==> config.mk <==
export PLATFORM = sky130hd
export DESIGN_NAME = io_port_bank
export DESIGN_NICKNAME = d
export VERILOG_FILES = /design/src/rtl/io_port_bank.sv
export SDC_FILE = /design/constraint.sdc
export NUM_CORES = 1
export LEC_CHECK = 0
export CORE_UTILIZATION = 35
export CTS_CLUSTER_SIZE = 24
export DETAILED_ROUTE_END_ITERATION = 8
export GPL_TIMING_DRIVEN = 0
export PLACE_DENSITY_LB_ADDON = 0.05
export SETUP_SLACK_MARGIN = 0.1
export SLEW_MARGIN = 20
export SYNTH_ARGS = -nofsm -noshare
export SYNTH_HDL_FRONTEND = slang
export SYNTH_SLANG_ARGS = --single-unit
==> constraint.sdc <==
create_clock -name clk -period 2.7 [get_ports clk]
set_input_delay 0.54 -clock clk [delete_from_list [all_inputs] [get_ports clk]]
set_output_delay 0.54 -clock clk [all_outputs]
set_load 0.03 [all_outputs]
==> src/rtl/io_port_bank.sv <==
// io_port_bank: CPU I/O port pair.
// Input side: a circular FIFO filled by an external producer and drained by the CPU.
// Output side: a one-word output register with a valid/ack handshake to an external consumer.
// Errors are sticky and are cleared by a synchronous clear.

module io_port_bank #(
    parameter int unsigned WIDTH = 32,
    parameter int unsigned DEPTH = 4
) (
    input  logic                    clk,
    input  logic                    clr,
    // External producer
    input  logic [WIDTH-1:0]        inport_data_in,
    input  logic                    inport_strobe,
    output logic                    inport_full,
    // CPU read side
    input  logic                    InPortout,
    output logic [WIDTH-1:0]        bus_data,
    output logic                    in_empty,
    output logic [$clog2(DEPTH):0]  in_count,
    // CPU write side
    input  logic                    OutPort_enable,
    input  logic [WIDTH-1:0]        bus_contents,
    // External consumer
    output logic [WIDTH-1:0]        outport_data_out,
    output logic                    outport_valid,
    input  logic                    outport_ack,
    // Status
    output logic [2:0]              err_flags,
    input  logic                    err_clear
);

    localparam int unsigned PW = $clog2(DEPTH);
    localparam int unsigned CW = PW + 1;
    localparam logic [CW-1:0] FullCount = CW'(DEPTH);

    typedef enum logic [0:0] {
        StIdle,
        StPending
    } out_state_e;

    // Input FIFO state
    logic [WIDTH-1:0] mem [DEPTH];
    logic [PW-1:0]    rd_ptr_q;
    logic [PW-1:0]    wr_ptr_q;
    logic [CW-1:0]    count_q;

    // Output side state
    out_state_e       out_state_q;
    logic [WIDTH-1:0] out_data_q;

    logic [2:0]       err_q;

    // Per-edge events
    logic fifo_full;
    logic fifo_empty;
    logic do_pop;
    logic do_push;
    logic in_overflow;
    logic in_underflow;
    logic out_overrun;

    // Decode push/pop and error events from current occupancy and requests
    always_comb begin
        fifo_full    = (count_q == FullCount);
        fifo_empty   = (count_q == '0);
        do_pop       = InPortout & ~fifo_empty;
        // A same-edge pop frees a slot, so a full FIFO can still accept the push.
        do_push      = inport_strobe & (~fifo_full | do_pop);
        in_overflow  = inport_strobe & fifo_full & ~do_pop;
        // Push into empty with same-edge read is still an underflow; no bypass.
        in_underflow = InPortout & fifo_empty;
        out_overrun  = (out_state_q == StPending) & OutPort_enable & ~outport_ack;
    end

    // FIFO pointers and occupancy
    always_ff @(posedge clk or negedge clr) begin
        if (!clr) begin
            rd_ptr_q <= '0;
            wr_ptr_q <= '0;
            count_q  <= '0;
        end else begin
            if (do_push) begin
                wr_ptr_q <= wr_ptr_q + PW'(1);
            end
            if (do_pop) begin
                rd_ptr_q <= rd_ptr_q + PW'(1);
            end
            count_q <= count_q + CW'(do_push) - CW'(do_pop);
        end
    end

    // FIFO storage; contents are don't-care after reset since empty gates the read
    always_ff @(posedge clk) begin
        if (do_push) begin
            mem[wr_ptr_q] <= inport_data_in;
        end
    end

    // Output handshake FSM with its data register
    always_ff @(posedge clk or negedge clr) begin
        if (!clr) begin
            out_state_q <= StIdle;
            out_data_q  <= '0;
        end else begin
            case (out_state_q)
                StIdle: begin
                    if (OutPort_enable) begin
                        out_data_q  <= bus_contents;
                        out_state_q <= StPending;
                    end
                end
                StPending: begin
                    // A new write always wins; ack only retires the word when no write arrives.
                    if (OutPort_enable) begin
                        out_data_q <= bus_contents;
                    end else if (outport_ack) begin
                        out_state_q <= StIdle;
                    end
                end
                default: begin
                    out_state_q <= StIdle;
                end
            endcase
        end
    end

    // Sticky error flags; a new error on the clearing edge survives the clear
    always_ff @(posedge clk or negedge clr) begin
        if (!clr) begin
            err_q <= '0;
        end else if (err_clear) begin
            err_q <= {out_overrun, in_underflow, in_overflow};
        end else begin
            err_q <= err_q | {out_overrun, in_underflow, in_overflow};
        end
    end

    // Output drive
    always_comb begin
        bus_data         = do_pop ? mem[rd_ptr_q] : '0;
        inport_full      = fifo_full;
        in_empty         = fifo_empty;
        in_count         = count_q;
        outport_data_out = out_data_q;
        outport_valid    = (out_state_q == StPending);
        err_flags        = err_q;
    end

endmodule
Yosys cells after proc, flatten, opt, wreduce, memory -nomap -nowiden
Memory sizes are Yosys's and may differ from the RTL's.
Cells that the tools add are included.
{"block": "classes", "addsub": 4, "multipliers": 0, "div_mod_pow": 0, "order_cmp": 0, "eq_ne": 1, "shift": 0, "mux": 9, "bitwise": 14, "n_reduce_logical": 1}
{"cell": "32-bit two-way mux", "count": 2}
{"cell": "1-bit AND", "count": 7}
{"cell": "1-bit two-way mux", "count": 5}
{"cell": "1-bit inverter", "count": 5}
{"cell": "2-bit by 1-bit adder with 2-bit output, second input constant", "count": 2}
{"cell": "3-bit by 1-bit adder with 3-bit output", "count": 1}
{"cell": "3-bit == test, second input constant", "count": 1}
{"cell": "3-bit zero test", "count": 1}
{"cell": "3-bit two-way mux", "count": 1}
{"cell": "3-bit bitwise OR", "count": 1}
{"cell": "3-bit by 1-bit subtractor with 3-bit output", "count": 1}
{"cell": "1-bit case mux with 2 select lines", "count": 1}
{"cell": "1-bit bitwise OR", "count": 1}
{"block": "word_totals", "ff_bits": 43, "latchBits": 0, "ramBits": 128, "rom_bits": 0, "in_bits": 71, "out_inout_bits": 73, "wordCells": 36, "n_memories": 1}
{"name": "mem", "words": 4, "width": 32, "read_ports": 1, "rd_clocked_by_memory_dff": 0, "wr": 1, "line": "43", "text": "logic [WIDTH-1:0] mem [DEPTH];"}

Depth between registers and ports, before layout
{"block": "depth", "ltp_word": 7, "ltp_mapped": 7}

Worst setup path before layout
No wires, ideal clock.
{"block": "synth_timing", "path_type": "reg-to-reg", "start": "register count_q[1], in the netlist in_count[1]", "end": "register count_q[2], in the netlist in_count[2]", "arrival_ps": 2176, "slack_ps": 385, "stages_incl_launch_ff": 8, "path_buffers": 0, "period_less_slack_ps": 2315, "cell_sequence": "dfrtp_1 o31ai_4 or2_1 a21bo_1 ha_1 fa_1 xor2_1 xnor2_1"}
{"block": "synth_via", "elab_chain_cells": 7}
{"element": "start, declared", "line": "46", "text": "logic [CW-1:0] count_q;"}
{"element": "start signal, assigned", "line": "89", "text": "count_q <= count_q + CW'(do_push) - CW'(do_pop);"}
{"element": "3-bit zero test", "line": "66", "text": "fifo_empty = (count_q == '0);"}
{"element": "1-bit inverter", "line": "67", "text": "do_pop = InPortout & ~fifo_empty;"}
{"element": "1-bit AND", "line": "67"}
{"element": "1-bit bitwise OR", "line": "69", "text": "do_push = inport_strobe & (~fifo_full | do_pop);"}
{"element": "1-bit AND", "line": "69"}
{"element": "3-bit by 1-bit adder with 3-bit output", "line": "89"}
{"element": "3-bit by 1-bit subtractor with 3-bit output (*)", "line": "89"}
Mark *: on every way between the ends. The rest lies on a longest branch, timed or not.
A chain may end at the register's enable or synchronous reset.

Final worst setup path
{"block": "layout_timing", "start": "register rd_ptr_q[0]", "end": "output bus_data[18]"}
{"block": "layout_via", "elab_chain_cells": 2}
{"element": "start, declared", "line": "44", "text": "logic [PW-1:0] rd_ptr_q;"}
{"element": "start signal, assigned", "line": "87", "text": "rd_ptr_q <= rd_ptr_q + PW'(1);"}
{"element": "memory 4 x 32 bit"}
{"element": "32-bit two-way mux", "line": "141", "text": "bus_data = do_pop ? mem[rd_ptr_q] : '0;"}
{"element": "end, declared", "line": "18", "text": "output logic [WIDTH-1:0] bus_data,"}
No other way between the ends.

==> impl_results.md <==
- Layout cell share with drive strength beyond 1: 32.2%
- Flops & latches, synth: 171
- Placed cell area: 8470 um^2
- Peak VDD IR: 0.547 mV
- Startpoint class of the critical path: flop
- Net Count, Synth: 393
- WL/cell: 18.3 um
- Synth Area in Compound Gates: 0.997%
- Synthesized area: 6650 um^2
- Port Buf Inserts: 142
- # placed instances: 697
- Max-slew violation count: 0
- CP arrival: 1.99 ns
- Unrepaired setup endpoints after global routing: false
- Initial antenna violation count: 0
- Most common cell after layout, fill and taps aside: edfxtp_1
- Row cnt: 50
- Crit Path Category: reg2out
- Mean Syn Cell Area: 21.0 um^2
- Antenna cell count: 0
- Clock insertion delay at the later pin of the skew report: 0.42 ns
- Die area: 19600 um^2
- First-pass GRT wire length: 21000 um
- PwrDens: 1000 nW/um^2
- Yosys warning count: 0
- Area Growth Syn to Fin: 35.7%
- Seq/Total Area, Yosys: 74.0%
- Post-synthesis adder-cell area fraction: 1.24%
- Dpl hpwl: 8670 um
- Chip Height: 140 um
- Final Critical Period: 2.53 ns
- Most frequent cells in the layout: edfxtp_1 (128), clkdlybuf4s50_1 (107), dfrtp_1 (40)
- Final setup viols: 0
- Count of different cell masters after synthesis: 29
- Post-synthesis mux area share: 16.4%
- Max cap viols: 0
- Worst-margin pin slew: 0.564 ns
- Final period utilization: 93.7%
- GRT overflow: 0
- Initial Util: 35.7%
- Hold crit path type: in2async
- GRT Util Overall: 14.8%
- Clock root buffer: clkbuf_16
- H-tree level count: 4
- Die width: 140 um
- Max Fclk: 395 MHz
- Synth Area in Simple Gates: 4.44%
- Fin. Hold Viols: 0
- Via count: 3477
- CTS Buffer Depth: 2
- Initial DRC count: 119
- Post-synthesis instance total: 316
- CP required: 2.16 ns
- Gpl congestion: 0.683
- # IOs: 144
- Worst-path fanout max: 10
- Type of element capturing the critical path: output pin
- Normalized max-slew margin: 62.4%
- Largest family of logic cells by synthesized area: multiplexers
- Pin count of the biggest net entering global routing: 25
- Non-filler cells in the finished layout: 734
- Clock Skew: 0.00833 ns
- Vias per cell: 4.74
- Antenna Nets Post-Route: 0
- Post-synthesis xor/xnor area fraction: 0.659%
- Setup TNS: 0 ns
- Clock slew at reported path FFs: 0.06 ns
- Final WL: 13400 um
- Vias in the first global route: 3888
- Core area: 18600 um^2
- Status: completed
- Leakage Power: 3.28 nW
- Post-route cell area: 9020 um^2
- Fin nets: 564
- CTS sink count: 171
- Pwr Total: 0.00906 W
- Number of remaining DRC errors: 0
- CTS tree: done
- Drt pass-1 iters: 4
- Number of CTS-inserted buffers: 17
final cells by class:
type                       instances  area (um^2)
clock inverter                    15          171
tap                              234          293
buffer                            15          140
inverter                           6         22.5
timing repair buffer             151         1440
sequential                       171         4920
multi-input combinational        125         1610
clock buffer                      17          425
fill                            1613         9620
metrics by stage:
step	setup WS (ns)	util, %	hold slack [ns]
floorplan	0.385	-	0.244
global placement	-0.754	44.9	0.477
detailed placement	-0.330	45.4	0.495
CTS	0.0263	49.1	0.106
global route	0.100	48.4	0.135
finish	0.169	48.4	0.106
synth_stat cells, drive strengths merged:
cell    number  area [um^2]
and2         4         25.0
nor4b        1         23.8
xnor2        3         26.3
o31ai        1         21.3
mux4        32          721
xor2         2         17.5
nor2         1         3.75
inv          6         22.5
fa           1         20.0
nor2b       33          224
a21o         1         7.51
a32o         1         10.0
edfxtp     128         3840
dfrtp       43         1080
ha           5         62.6
buf         14          124
mux2        33          372
clkbuf       1         3.75
nor3         1         5.00
nor3b        1         7.51
a22o         2         17.5
or2          1         6.26
a21bo        1         10.0
worst paths after layout:
| path | from | end | slack [ns] | depth (start not counted) |
|---|---|---|---|---|
| max | rd_ptr_q[0] | bus_data[18] | 0.17 | 5 |
| min | clr | outport_data_out[2] | 0.11 | 1 |
| min in group clk | outport_data_out[16] | outport_data_out[16] | 0.51 | 1 |
| max reg2reg | in_count[2] | in_count[2] | 0.46 | 7 |
| max in group asynchronous | clr | outport_data_out[24] | 2.08 | 2 |
| min reg2reg | outport_data_out[16] | outport_data_out[16] | 0.51 | 1 |
worst max-delay path, stage by stage (launching register included):
cell and delay (ns):
dfrtp_1 0.34, buf_6 0.16, buf_12 0.16, mux4_2 0.50, nor2b_1 0.14, clkdlybuf4s15_2 0.28
cell families (layout without fill, tap and decap cells):
group,after synthesis,in the layout
simple gates,42,42
mux,65,65
fa+ha+maj,6,6
xor+xnor,5,5
flops,171,171
buf+inv,21,204
compound gates,6,7
state kept, by name (all words and copies together) (netlist names):
register	flops
err_flags	3
in_count	3
mem	128
outport_data_out	32
outport_valid	1
rd_ptr_q	2
wr_ptr_q	2
routing by layer:
metal,track usage (%),wire length [um],vias up
li1,-,-,1578
met1,16.8,5500,1792
met2,25.9,7050,94
met3,4.47,693,13
met4,5.73,189,0
met5,0,0,-
where the power goes:
part	internal, W	switching (W)
clock network	0.00145	0.000996
registers	0.00337	0.000201
logic	0.00144	0.00161
what timing repair did:
action / in CTS / in global routing
hold buffers: 0 / 0
hold endpoints to repair: 0 / 0
gates cloned: 1 / 0
buffers inserted: 4 / 0
pin swaps: 1 / 0
setup endpoints to repair: 32 / 26
gates resized for setup: 100 / 49
(Power assumes the default switching activity.)
